File: config.mk
export PLATFORM = sky130hd
export DESIGN_NAME = conv3x3_feeder
export DESIGN_NICKNAME = d
export VERILOG_FILES = /design/src/rtl/conv3x3_feeder_pkg.sv /design/src/rtl/conv3x3_feeder_tap_sel.sv /design/src/rtl/conv3x3_feeder.sv
export SDC_FILE = /design/constraint.sdc
export NUM_CORES = 1
export LEC_CHECK = 0
export BUFFER_PORTS_ARGS = -buffer_cell sky130_fd_sc_hd__buf_2
export CORE_MARGIN = 4
export CORE_UTILIZATION = 45
export CTS_CLUSTER_SIZE = 8
export DETAILED_ROUTE_END_ITERATION = 16
export PLACE_DENSITY = 0.71
export SLEW_MARGIN = 40
export SYNTH_ARGS = -nofsm -noshare
export SYNTH_HDL_FRONTEND = slang
export SYNTH_HIERARCHICAL = 1
export SYNTH_SLANG_ARGS = --single-unit
File: constraint.sdc
create_clock -name i_clk -period 3.3 [get_ports i_clk]
set_clock_uncertainty 0.05 [all_clocks]
set_input_delay 0.33 -clock i_clk [delete_from_list [all_inputs] [get_ports i_clk]]
set_output_delay 0.33 -clock i_clk [all_outputs]
set_load 0.05 [all_outputs]
File: src/rtl/conv3x3_feeder_pkg.sv
// conv3x3_pkg: shared types and constants for the 3x3 convolution feeder.
//   state_e   : feeder FSM states (IDLE, STREAM, WAIT, HOLD)
//   TAPS      : taps per window (fixed 3x3 = 9)
//   TAP_IDX_W : width of the tap index / tap counter
package conv3x3_pkg;

  typedef enum logic [1:0] {
    IDLE   = 2'd0,
    STREAM = 2'd1,
    WAIT   = 2'd2,
    HOLD   = 2'd3
  } state_e;

  localparam int TAPS      = 9;
  localparam int TAP_IDX_W = $clog2(TAPS);

endpackage

File: src/rtl/conv3x3_feeder_tap_sel.sv
// conv3x3_tap_sel: registered TAPS:1 selector for the activation and weight
// vectors. When i_load is high the tap selected by i_idx is registered onto
// o_x/o_w; otherwise both outputs register zero.
// Ports:
//   i_clk, i_rst        clock, synchronous active-high reset
//   i_load              register the selected tap this edge
//   i_idx               tap index to select
//   i_x_vec, i_w_vec    packed tap vectors, tap k at [k*BW +: BW]
//   o_x, o_w            registered selected tap (0 when not loading)
module conv3x3_tap_sel
  import conv3x3_pkg::*;
#(
  parameter int X_BW = 8,
  parameter int W_BW = 8
) (
  input  logic                     i_clk,
  input  logic                     i_rst,
  input  logic                     i_load,
  input  logic [TAP_IDX_W-1:0]     i_idx,
  input  logic [TAPS*X_BW-1:0]     i_x_vec,
  input  logic [TAPS*W_BW-1:0]     i_w_vec,
  output logic signed [X_BW-1:0]   o_x,
  output logic signed [W_BW-1:0]   o_w
);

  always_ff @(posedge i_clk) begin
    if (i_rst) begin
      o_x <= '0;
      o_w <= '0;
    end else if (i_load) begin
      o_x <= i_x_vec[int'(i_idx)*X_BW +: X_BW];
      o_w <= i_w_vec[int'(i_idx)*W_BW +: W_BW];
    end else begin
      o_x <= '0;
      o_w <= '0;
    end
  end

endmodule

File: src/rtl/conv3x3_feeder.sv
// conv3x3_feeder: accepts one 3x3 window (x, w, psum) in a single handshake,
// streams the nine (x, w) taps into the serial convolution MAC one per clock,
// waits CONV_LAT cycles, captures the MAC result and presents it on a
// valid/ready port.
// Ports:
//   i_clk, i_rst                 clock, synchronous active-high reset
//   i_win_valid / o_win_ready    window handshake (ready only when idle)
//   i_win_x, i_win_w, i_win_psum window activations, weights, partial sum
//   o_x, o_w, o_psum, o_first    MAC drive (zero outside streaming)
//   i_y                          MAC result
//   o_res_valid / i_res_ready    result handshake
//   o_res_y                      captured result
// Build option: define CONV3X3_FEEDER_RELU_EN to clamp negative results to 0.
module conv3x3_feeder
  import conv3x3_pkg::*;
#(
  parameter int X_BW     = 8,
  parameter int W_BW     = 8,
  parameter int I_BW     = 19,
  parameter int O_BW     = 19,
  parameter int TAPS     = conv3x3_pkg::TAPS,
  parameter int CONV_LAT = 1
) (
  input  logic                     i_clk,
  input  logic                     i_rst,
  input  logic                     i_win_valid,
  output logic                     o_win_ready,
  input  logic [TAPS*X_BW-1:0]     i_win_x,
  input  logic [TAPS*W_BW-1:0]     i_win_w,
  input  logic signed [I_BW-1:0]   i_win_psum,
  output logic signed [X_BW-1:0]   o_x,
  output logic signed [W_BW-1:0]   o_w,
  output logic signed [I_BW-1:0]   o_psum,
  output logic                     o_first,
  input  logic signed [O_BW-1:0]   i_y,
  output logic                     o_res_valid,
  input  logic                     i_res_ready,
  output logic signed [O_BW-1:0]   o_res_y
);

  localparam int LAT_W = (CONV_LAT > 1) ? $clog2(CONV_LAT) : 1;

  function automatic logic signed [O_BW-1:0] res_fn(input logic signed [O_BW-1:0] y);
`ifdef CONV3X3_FEEDER_RELU_EN
    return y[O_BW-1] ? '0 : y;
`else
    return y;
`endif
  endfunction

  state_e                 state_q;
  logic [TAP_IDX_W-1:0]   tap_cnt_q;
  logic [LAT_W-1:0]       lat_cnt_q;
  logic [TAPS*X_BW-1:0]   x_q;
  logic [TAPS*W_BW-1:0]   w_q;

  logic                   win_hs;
  logic                   last_tap;
  logic                   last_lat;
  logic                   sel_load_d;
  logic [TAP_IDX_W-1:0]   sel_idx_d;
  logic [TAPS*X_BW-1:0]   sel_x_d;
  logic [TAPS*W_BW-1:0]   sel_w_d;

  // The selector registers the tap for the *next* cycle, so at the window
  // handshake it reads tap 0 straight from the inputs (the capture registers
  // are only loaded on that same edge); afterwards it reads the captured copy.
  always_comb begin
    win_hs     = (state_q == IDLE) && i_win_valid;
    last_tap   = (tap_cnt_q == TAP_IDX_W'(TAPS - 1));
    last_lat   = (lat_cnt_q == LAT_W'(CONV_LAT - 1));
    sel_load_d = 1'b0;
    sel_idx_d  = '0;
    sel_x_d    = x_q;
    sel_w_d    = w_q;
    if (win_hs) begin
      sel_load_d = 1'b1;
      sel_x_d    = i_win_x;
      sel_w_d    = i_win_w;
    end else if ((state_q == STREAM) && !last_tap) begin
      sel_load_d = 1'b1;
      sel_idx_d  = tap_cnt_q + TAP_IDX_W'(1);
    end
  end

  conv3x3_tap_sel #(
    .X_BW (X_BW),
    .W_BW (W_BW)
  ) u_tap_sel (
    .i_clk   (i_clk),
    .i_rst   (i_rst),
    .i_load  (sel_load_d),
    .i_idx   (sel_idx_d),
    .i_x_vec (sel_x_d),
    .i_w_vec (sel_w_d),
    .o_x     (o_x),
    .o_w     (o_w)
  );

  // Window data registers: data only, loaded on the handshake.
  always_ff @(posedge i_clk) begin
    if (win_hs) begin
      x_q <= i_win_x;
      w_q <= i_win_w;
    end
  end

  always_ff @(posedge i_clk) begin
    if (i_rst) begin
      state_q     <= IDLE;
      tap_cnt_q   <= '0;
      lat_cnt_q   <= '0;
      o_win_ready <= 1'b1;
      o_first     <= 1'b0;
      o_psum      <= '0;
      o_res_valid <= 1'b0;
      o_res_y     <= '0;
    end else begin
      case (state_q)
        IDLE: begin
          if (win_hs) begin
            state_q     <= STREAM;
            tap_cnt_q   <= '0;
            o_win_ready <= 1'b0;
            o_first     <= 1'b1;
            o_psum      <= i_win_psum;
          end
        end
        STREAM: begin
          o_first <= 1'b0;
          if (last_tap) begin
            state_q   <= WAIT;
            tap_cnt_q <= '0;
            lat_cnt_q <= '0;
            o_psum    <= '0;
          end else begin
            tap_cnt_q <= tap_cnt_q + TAP_IDX_W'(1);
          end
        end
        WAIT: begin
          if (last_lat) begin
            state_q     <= HOLD;
            lat_cnt_q   <= '0;
            o_res_valid <= 1'b1;
            o_res_y     <= res_fn(i_y);
          end else begin
            lat_cnt_q <= lat_cnt_q + LAT_W'(1);
          end
        end
        HOLD: begin
          if (i_res_ready) begin
            state_q     <= IDLE;
            o_res_valid <= 1'b0;
            o_res_y     <= '0;
            o_win_ready <= 1'b1;
          end
        end
        default: state_q <= IDLE;
      endcase
    end
  end

endmodule

==> metrics.md <==
| Metric | Value |
|---|---|
| # H-tree levels | 1 |
| Multi-input gate area | 3796 sq um |
| Initial Util | 45.93% |
| Setup_tns | 0 ns |
| Largest family of logic cells by synthesized area | multiplexers |
| Post-synthesis simple-gate area fraction | 6.332% |
| Post-synth net total | 855 |
| Status | finished clean |
| Synth-to-layout area growth | 41.03% |
| Final setup fails | 0 |
| # hold bufs at CTS | 131 |
| Top FF cell, synth | dfxtp_1 |
| Worst Setup Path Type | flip-flop to flip-flop |
| Internal power | 0.007250 W |
| Number of nets in the final layout | 1222 |
| Synth Area in Adders | 1.058% |
| Synth Area in Compound Gates | 9.581% |
| Switching power | 0.003693 W |
| Die Y | 143.6 um |
| Most frequent cells in the layout | buf_2, dfxtp_1, mux2_2 |
| Cell Pwr Density | 937.2 nW/um^2 |
| Core ar. | 18020 sq um |
| Seq cells post-synth | 207 |
| Crit path time final | 2.804 ns |
| Final worst setup slack | 0.4959 ns |
| Fin. Hold Viols | 0 |
| Worst-skew pair later-pin latency | 0.54 ns |
| Cts bufs inserted | 29 |
| # resized after CTS | 0 |
| Final WL | 22970 um |
| Async SR Flop Fraction | 0% |
| Fin crit share | 84.97% |
| Max-Cap Viols | 0 |
| GPL Wtd Cong | 0.7769 |
| Overall routing resource usage | 21.60% |
| Sw Share | 33.75% |
| Fraction of layout cells with a size suffix above 1 | 44.02% |
| Filler cells | 1376 |
| Final instance area | 11680 sq um |
| Synth Area in XOR/XNOR | 0.1058% |
| Combinational share of power | 40.3% |
| Drt pass-1 iters | 4 |
| Cells after synthesis | 662 |
| CTS tree | built |
| Worst EP arrival | 3.12 ns |
| Clk buf depth | 3 |
| Core Rows | 49 |
| Warnings from Yosys | 6 |
| Num Clock Sinks | 207 |
| Power share of the clock group | 23.3% |
| Starting DRT DRC Count | 194 |
| Critical path data required time | 3.62 ns |
| Hold slack | 0.005014 ns |
| Synthesized area per cell | 12.51 sq um |
| I/O Buffers | 242 |
| Fin. max-slew vios | 0 |
| Maximum fanout along the worst path | 49 |
| Pin count of the biggest net entering global routing | 70 |
| N_diodes | 0 |
| Reg power frac | 36.5% |
| Place WS | 0.5073 ns |
| Vias in the first global route | 7075 |
| Postcts setup bufs | 0 |
| Worst-Margin Slew | 0.8372 ns |
| Post-synthesis mux area share | 28.44% |
| Die area | 20630 sq um |
| Distinct cells, synth | 44 |
| Area of all sequential standard cells | 4144 sq um |
| Leading cell type in the layout, fill and taps excluded | buf_2 |
| Clk slew on worst S/H paths | 0.05 ns |
| Post-route insts no fill | 1258 |
| Unrepaired setup endpoints after global routing | no |
| Rel. slew slack | 44.18% |
| Num ports | 243 |
| Post-route DRC | 0 |
| First-pass GRT wire length | 35650 um |
| Worst VDD drop | 601.3 uV |
| Initial antenna violation count | 3 |
| Register area share after synthesis | 50.05% |
| Mapped cell area | 8279 sq um |
| Post-DRT Antenna Nets | 0 |
| Detail Placement HPWL | 14310 um |
| Post-synth EDFFs | 0 |
| Total number of vias | 6590 |
| Dpl cells | 1096 |
| Leak | 4.928 nW |
| CP startpoint kind | flip-flop |
| Die width | 143.6 um |
| Remaining Overflow, GRT | 0 |
| Placed cell areas | 9615 sq um |
| Crit path capture type | flip-flop |
| WL per Instance | 18.26 um |
| CTS Root Cell | clkbuf_16 |
| Worst min-delay path class | input port to flip-flop |
| Maximum clock rate | 0.3566 GHz |
| Vias per Instance | 5.238 |
-- kinds of logic after synthesis --
logic type               count (synthesis)
flip-flops                             207
multiplexers                           195
AO/OA/AOI/OAI                          102
AND/OR/NAND/NOR                         93
buffers and inverters                   57
adder cells (fa/ha/maj)                  7
XOR/XNOR                                 1
-- synthesized netlist by cell type (all sizes together), types with 5 or more instances --
cell type	instances	share of area (%)
a32o	19	2.3
buf	38	3.6
clkbuf	13	0.59
nor2b	5	0.38
mux4	16	4.6
nand2	46	2.1
mux2i	35	4.3
mux2	144	20
a21oi	26	1.6
dfxtp	207	50
a211oi	34	3.2
ha	7	1.1
nand3b	20	2.0
a221o	16	1.9
inv	6	0.27
-- worst paths after layout --
check / slack [ns] / depth (start not counted) / startpoint / to
worst min register to register: 0.40 / 2 / o_res_y[9] / o_res_y[9]
worst min-delay path: 0.005 / 2 / i_win_x[28] / x_q[28]
worst max-delay path: 0.50 / 8 / state_q[0] / u_tap_sel/o_w[3]
worst max register to register: 0.50 / 8 / state_q[0] / u_tap_sel/o_w[3]
-- worst max-delay path, stage by stage (launching register included) --
cell,delay (ns)
dfxtp_1,0.35
inv_1,0.10
ha_1,0.29
and2_1,0.26
nor3_2,0.24
buf_12,0.35
mux4_2,0.59
a211oi_1,0.23
a211oi_1,0.09
-- routing by layer --
layer  GRT usage, %  up-vias  share of wire, %
li1               -     3170                 -
met1          24.09     3126                37
met2          39.16      232                50
met3          6.556       56               8.7
met4          7.235        6               3.4
met5              0        -              0.15
-- flip-flops by register name, indices dropped and copies added, names as in the netlist, 2 cells and up --
register	count
tap_cnt_q	4
o_psum	19
x_q	72
u_tap_sel/o_x	8
u_tap_sel/o_w	8
o_res_y	19
w_q	72
state_q	2
-- cell type report --
cell class	count	share of cell area, %
clock inverter	1	0.1715
timing repair buffer	387	22.93
tap	229	2.454
inverter	6	0.1929
multi-input combinational	398	32.51
sequential	207	35.49
clock buffer	30	6.247
-- through the flow --
step,utilization [%],total power [W]
6_report,64.78,0.01094
5_1_grt,64.78,0.01157
4_1_cts,64.78,0.01101
3_5_place_dp,53.35,0.008291
3_3_place_gp,53.35,0.008172
2_1_floorplan,-,0.007439
-- power groups by stage --
| stage | clock (W) | sequential, W | combinational, W |
|---|---|---|---|
| after floorplan | 0 | 0.00459 | 0.00285 |
| after global placement | 0 | 0.00395 | 0.00422 |
| after detailed placement | 0 | 0.00401 | 0.00428 |
| after CTS | 0.00260 | 0.00398 | 0.00443 |
| after global routing | 0.00271 | 0.00409 | 0.00477 |
| final | 0.00255 | 0.00399 | 0.00441 |
Power figures use the tool's default switching activity.
